`src/rtl/mha_seq_multiplier.sv`:
```
// mha_seq_multiplier: iterative array multiplier built from rows of modified
// half-adder cells. ROWS partial-product rows (multiplicand ANDed with one
// multiplier bit, shifted to that bit's weight) are summed into a 2*WIDTH
// accumulator per clock, so a WIDTH x WIDTH product takes WIDTH/ROWS cycles.
// Valid/ready handshakes on both the operand and the result side.
//
// Optional feature: define MHA_MULT_SIGNED_EN to add the signed_mode port.
// When set at acceptance, the multiplicand is sign-extended and the row for
// the multiplier sign bit is subtracted, giving the two's-complement product.
// Without the macro the block is unsigned only.
module mha_seq_multiplier #(
    parameter int WIDTH = 8,
    parameter int ROWS  = 2
) (
    input  logic               clk,
    input  logic               rst,
    input  logic               in_valid,
    output logic               in_ready,
    input  logic [WIDTH-1:0]   x,
    input  logic [WIDTH-1:0]   y,
`ifdef MHA_MULT_SIGNED_EN
    input  logic               signed_mode,
`endif
    output logic               out_valid,
    input  logic               out_ready,
    output logic [2*WIDTH-1:0] product
);

    localparam int PW = 2 * WIDTH;
    localparam int K  = WIDTH / ROWS;
    localparam int CW = (K > 1) ? $clog2(K) : 1;
    localparam int IW = $clog2(WIDTH);
    localparam logic [CW-1:0] CNT_LAST  = CW'(K - 1);
    localparam logic [IW-1:0] SIGN_ROW  = IW'(WIDTH - 1);

    typedef enum logic [1:0] {
        IDLE,
        ACCUM,
        DONE
    } state_t;

    state_t           state_q;
    logic [WIDTH-1:0] x_q;
    logic [WIDTH-1:0] y_q;
    logic [PW-1:0]    acc_q;
    logic [PW-1:0]    acc_d;
    logic [PW-1:0]    product_q;
    logic [CW-1:0]    cnt_q;
    logic             in_ready_q;
    logic             out_valid_q;

    // Effective signedness of the operation in flight.
    logic             sm_eff;

    // Combinational helpers for the row adders.
    logic [PW-1:0]    x_ext;
    logic [PW-1:0]    row_pp;
    logic [IW-1:0]    row_idx;

`ifdef MHA_MULT_SIGNED_EN
    logic sm_q;
    assign sm_eff = sm_q;
`else
    assign sm_eff = 1'b0;
`endif

    // Add (or, for the signed sign-bit row, subtract) the ROWS rows selected by cnt_q.
    always_comb begin
        // NOTE: every variable gets an unconditional default first, so no latch is inferred.
        x_ext   = sm_eff ? {{WIDTH{x_q[WIDTH-1]}}, x_q} : {{WIDTH{1'b0}}, x_q};
        acc_d   = acc_q;
        row_idx = '0;
        row_pp  = '0;
        for (int r = 0; r < ROWS; r++) begin
            row_idx = IW'(int'(cnt_q) * ROWS + r);
            row_pp  = (x_ext & {PW{y_q[row_idx]}}) << row_idx;
            if (sm_eff && (row_idx == SIGN_ROW)) begin
                acc_d = acc_d - row_pp;
            end else begin
                acc_d = acc_d + row_pp;
            end
        end
    end

    // Control FSM with registered handshake outputs and the datapath registers.
    always_ff @(posedge clk or posedge rst) begin
        // NOTE: sequential state uses non-blocking assignments so every register sees pre-edge values.
        if (rst) begin
            state_q     <= IDLE;
            in_ready_q  <= 1'b1;
            out_valid_q <= 1'b0;
            x_q         <= '0;
            y_q         <= '0;
            acc_q       <= '0;
            cnt_q       <= '0;
            product_q   <= '0;
`ifdef MHA_MULT_SIGNED_EN
            sm_q        <= 1'b0;
`endif
        end else begin
            case (state_q)
                IDLE: begin
                    if (in_valid) begin
                        x_q        <= x;
                        y_q        <= y;
`ifdef MHA_MULT_SIGNED_EN
                        sm_q       <= signed_mode;
`endif
                        acc_q      <= '0;
                        cnt_q      <= '0;
                        in_ready_q <= 1'b0;
                        state_q    <= ACCUM;
                    end
                end
                ACCUM: begin
                    acc_q <= acc_d;
                    if (cnt_q == CNT_LAST) begin
                        product_q   <= acc_d;
                        out_valid_q <= 1'b1;
                        state_q     <= DONE;
                    end else begin
                        cnt_q <= cnt_q + CW'(1);
                    end
                end
                DONE: begin
                    if (out_ready) begin
                        out_valid_q <= 1'b0;
                        in_ready_q  <= 1'b1;
                        state_q     <= IDLE;
                    end
                end
                default: begin
                    out_valid_q <= 1'b0;
                    in_ready_q  <= 1'b1;
                    state_q     <= IDLE;
                end
            endcase
        end
    end

    assign in_ready  = in_ready_q;
    assign out_valid = out_valid_q;
    assign product   = product_q;

endmodule
```
`config.mk`:
```
export PLATFORM = sky130hd
export DESIGN_NAME = mha_seq_multiplier
export DESIGN_NICKNAME = d
export VERILOG_FILES = /design/src/rtl/mha_seq_multiplier.sv
export SDC_FILE = /design/constraint.sdc
export NUM_CORES = 1
export LEC_CHECK = 0
export ABC_AREA = 1
export CAP_MARGIN = 20
export CORE_MARGIN = 2
export CORE_UTILIZATION = 25
export DETAILED_ROUTE_END_ITERATION = 12
export PLACE_DENSITY_LB_ADDON = 0.15
export SYNTH_ARGS = -nofsm -noshare
export SYNTH_HDL_FRONTEND = slang
export SYNTH_SLANG_ARGS = --single-unit
```
`constraint.sdc`:
```
create_clock -name clk -period 3.89 [get_ports clk]
set_clock_uncertainty 0.2 [all_clocks]
set_input_delay 0.778 -clock clk [delete_from_list [all_inputs] [get_ports clk]]
set_output_delay 0.778 -clock clk [all_outputs]
set_load 0.01 [all_outputs]
```
## Word level (Yosys, flattened, before mapping)

Cells that the tools add are included.

- Register bits after elaboration: 54
- Output and inout bits: 18
- Logic and storage cells: 55

- Add/sub/neg operators: 4
- Order comparisons: 2
- Equality and inequality tests: 7
- Shift-type cells: 2
- Mux-type cells: 19
- Bitwise logic cells: 4
- Reduce and logical (&&, ||, !) cells: 9

Operators with widths:

| cell | number |
|---|---|
| $add A16 B16 Y16 | 2 |
| $and A8 B16 Y16 | 2 |
| $pmux W16 S2 | 1 |
| $shl A16 B3 Y16 | 2 |
| $mux W16 | 1 |
| $reduce_and A3 Y1 | 4 |
| $mux W2 | 5 |
| $lt A3 B4 Y1 const B | 2 |
| $ne A2 B2 Y1 const B | 4 |
| $mux W1 | 6 |
| $pmux W1 S3 | 2 |
| $pmux W2 S3 | 1 |
| $reduce_and A2 Y1 | 3 |
| $eq A2 B2 Y1 const B | 2 |
| $pmux W2 S2 | 1 |
| $add A3 B1 Y3 const B | 1 |
| $bmux W1 S3 | 1 |
| $add A2 B1 Y2 const B | 1 |
| $bmux W1 S2 | 1 |
| $eq A2 B1 Y1 const B | 1 |
| $logic_not A2 Y1 | 1 |
| $not A1 Y1 | 2 |
| $reduce_bool A2 Y1 | 1 |

## Depth between registers and ports, before layout

Gate-level depths: netlist (run 1).

- Depth in word-level cells: 7
- Mapped depth: 24
- Depth with buffers taken out: 22

## Least setup slack after synthesis (run 1)

No wires, ideal clock.

- Path kind: flip-flop to flip-flop
- Start: reg cnt_q[0]
- End: reg product_q[15], in the netlist product[15]
- Data arrival time: 2.824 ns
- Data required time: 3.571 ns
- Setup slack: 0.748 ns
- Cell stages (with the launch flop): 23
- Path buffers: 2
- Path through: dfrtp_1 buf_6 inv_4 buf_6 nand2_2 nand3_2 nand2_4 inv_4 nand3_1 inv_1 nand2_1 fa_1 inv_1 ha_1 fa_1 nand2_1 nand2_1 nand3_1 nand2_1 nand2_1 nand3_1 nand3_1 nand2_1

- Longest elaborated chain between the ends: 6

RTL lines:

| item | RTL line | RTL |
|---|---|---|
| from (decl) | 48 | `logic [CW-1:0] cnt_q;` |
| from (signal assigned) | 122 | `cnt_q <= cnt_q + CW'(1);` |
| $bmux W1 S2 / $add A3 B1 Y3 (equally long branches) | 76, 75 |  |
| $mux W1 (not written as such) / $bmux W1 S3 (equally long branches) | 76 | `row_pp = (x_ext & {PW{y_q[row_idx]}}) << row_idx;` |
| $and A8 B16 Y16 / $mux W1 (equally long branches) | 76 |  |
| $shl A16 B3 Y16 / $and A8 B16 Y16 (equally long branches) | 76 |  |
| $add A16 B16 Y16 / $shl A16 B3 Y16 (equally long branches) | 80, 76 |  |
| $add A16 B16 Y16 | 80 | `acc_d = acc_d + row_pp;` |
| to (signal assigned) | 96 | `product_q <= '0;` |
| to (signal assigned) | 118 | `product_q <= acc_d;` |
| to (decl) | 47 | `logic [PW-1:0] product_q;` |

Several ways; a longest one is shown, not always the timed one. The select of a mux whose other input is x is not followed.
A chain may end at the register's enable or synchronous reset.

## Worst setup path in the final report (run 1)

- Start: reg cnt_q[0]
- End: reg product_q[9], in the netlist product[9]

The elaborated chain is that of the path after synthesis.

==> results.txt, run 1 <==
Clock tree from TritonCTS = done
Core region area = 15100 um2
Initial core utilization = 25.4%
Most used cell, CP = nand2_1
IO Pins = 38
H-tree depth = 2
Final hold violations = 0
Nets@finish = 624
DR WL/cell = 13.2 um
Fin crit period = 3450 ps
Remaining Overflow, GRT = 0
Place WS = 413 ps
Fillers = 1647
GR Util All Layers = 13.4%
CP Capture Type = flop
Synth Register Bits = 54
RSZ-0062 raised after global routing = false
Slowest cell delay on critical path = 510 ps
CTS Buf Count = 5
1st-iter DRT viols = 164
First-pass GRT wire length = 17000 um
Yosys warnings = 0
Worst skew pair latency = 310 ps
Most frequent cells in the layout = nand2_1, inv_1, dfrtp_1
CP max-delay cell = fa_1
Largest net degree at the start of global routing = 26
Max FO, Critical Path = 7
Die area = 16400 um2
Worst Setup Slack, final = 440 ps
Area of the multi-input gates = 2100 um2
Status = completed
First-pass detailed-route iteration total = 4
# diodes = 0
Initial antenna violation count = 0
Worst Setup Start Kind = flop
Layout cells sized above 1 = 8.36%
CTS hold repair buffers = 0
Final instance area = 4600 um2
HP Start = in_ready
R2R setup slack = 440 ps
Worst R2R Start = cnt_q[0]
Post-DR vias/cell = 4.43
Post-Synthesis Cells = 535
Max frequency = 0.290 GHz
Cell Area, Synth = 3850 um2
Max-cap violation count = 0
Commonest non-fill, non-tap cell in the layout = nand2_1
Worst slew pin tran = 588 ps
Placed inst area = 4450 um2
Via count = 3375
FF/Latch Area = 1350 um2
DRT antenna net count = 0
Postcts setup bufs = 0
Setup tns final = 0 ps
Library cells used by synthesis = 31
Vias in the first global route = 3330
WS Path Type = flop to flop
Final setup viols = 0
CTS root buf = clkbuf_16
CP top delay family = adder cells
Die width = 128 um
Sequential area share after synthesis = 35.1%
Gp weighted congestion = 0.850
Layout area overhead = 19.5%
Sink Count = 54
Reg clk slew, reported paths = 80 ps
Std cell rows = 45
CP arrival = 3430 ps
Max-slew violations = 0
Tightest Hold Check Type = flop to flop
Hpwl dp = 8010 um
Worst path bufs/invs = 4
CP cell instances = inv_4, nand2_1, nand3_1, nand2_4, inv_4, nand3_1, inv_1, nand2_1, fa_1, inv_1, ha_1, fa_1, nand3_1, nand2_1, nand2_1, nand2_1, xnor2_1, o21ai_0
Syn_nets = 586
Rel. slew slack = 60.7%
WL final = 10100 um
Die height = 128 um
Crit path from = cnt_q[0]
Worst Path Required = 3870 ps
Post-CTS Resized = 0
Period utilisation layout = 88.7%
DR DRC count = 0
PortBufs = 37
Mean Syn Cell Area = 7.20 um2
Clock buffer depth = 2
[metrics by stage]
| step | instances | utilization [%] | hold WS [ps] |
|---|---|---|---|
| 3_3_place_gp | 754 | 29.4 | 255 |
| 5_1_grt | 762 | 30.4 | 285 |
| 3_5_place_dp | 754 | 29.4 | 255 |
| 2_1_floorplan | 535 | - | 249 |
| 6_report | 762 | 30.4 | 266 |
| 4_1_cts | 762 | 30.4 | 270 |
[flip-flops by register name, summed over array words and instances (netlist names)]
register,flops
acc_q,16
product,16
x_q,8
y_q,8
cnt_q,2
state_q,2
in_ready,1
out_valid,1
[routing by layer]
layer	track usage, %	up-vias	routed length, um
met5	0	-	0
met3	2.55	12	356
met2	22.3	52	4750
met1	17.7	1574	4830
li1	-	1737	-
met4	3.75	0	146
[cell type report]
class	instances	area share [%]
clock buffers	5	2.72
multi-input cells	383	45.6
flip-flops and latches	54	29.4
well taps	188	5.11
repair buffers	47	9.68
inverters	82	6.85
clock inverters	3	0.626
[logic make-up after synthesis]
group	after synthesis	synth area share (%)
muxes	1	0.260
adders and majority gates	31	12.8
buffers and inverters	98	10.4
and+or+nand+nor	289	31.8
AOI/OAI and AO/OA	54	7.86
DFF	54	35.1
xor gates and xnor gates	8	1.82
[path summary, 6_finish.rpt]
kind / cells past startpoint / endpoint
min in group asynchronous: 2 / acc_q[15]
worst max-delay path: 18 / product[9]
worst min-delay path: 2 / in_ready
max in group asynchronous: 3 / in_ready
worst max register to register: 18 / product[9]
worst min register to register: 2 / in_ready
[worst register-to-register path, delay by kind of cell, from the launching register on]
family          cells  cell delay (ps)
xor+xnor            1              250
flops               1              480
compound gates      1              120
buf+inv             4              330
fa+ha+maj           3             1160
simple gates        9              780
[synthesized netlist by cell type (all sizes together)]
cell,n,area (um2)
inv,81,312
nand3b,2,15.0
nor3,4,20.0
buf,9,57.6
clkbuf,7,26.3
o21ai,41,231
nand3,35,190
nor2,30,113
or2,1,6.26
dfstp,1,26.3
mux2i,1,10.0
dfrtp,53,1330
a21oi,10,50.1
clkinv,1,3.75
nor4,1,6.26
o22ai,2,12.5
xor2,4,35.0
a22o,1,8.76
ha,17,213
nand4,3,18.8
nand2,212,846
nor3b,1,7.51
fa,14,280
xnor2,4,35.0
Power of run 1 is left out: the tool's default activity adds up to more than one toggle a clock period on the data nets, which glitch-free logic cannot reach.
==> run 2, diff against run 1 <==
--- a/config.mk
+++ b/config.mk
@@ -11,6 +11,7 @@
 export CORE_UTILIZATION = 25
 export DETAILED_ROUTE_END_ITERATION = 12
 export PLACE_DENSITY_LB_ADDON = 0.15
+export SLEW_MARGIN = 20
 export SYNTH_ARGS = -nofsm -noshare
 export SYNTH_HDL_FRONTEND = slang
 export SYNTH_SLANG_ARGS = --single-unit
==> results of run 2 <==
The final DEF is identical to that of run 1; final timing and power are the same.
Power of run 2 is left out for the same reason.
==> run 3, diff against run 2 <==
--- a/config.mk
+++ b/config.mk
@@ -6,7 +6,6 @@
 export NUM_CORES = 1
 export LEC_CHECK = 0
 export ABC_AREA = 1
-export CAP_MARGIN = 20
 export CORE_MARGIN = 2
 export CORE_UTILIZATION = 25
 export DETAILED_ROUTE_END_ITERATION = 12
==> results of run 3 <==
The final DEF is identical to that of run 1; final timing and power are the same.
Power of run 3 is left out for the same reason.
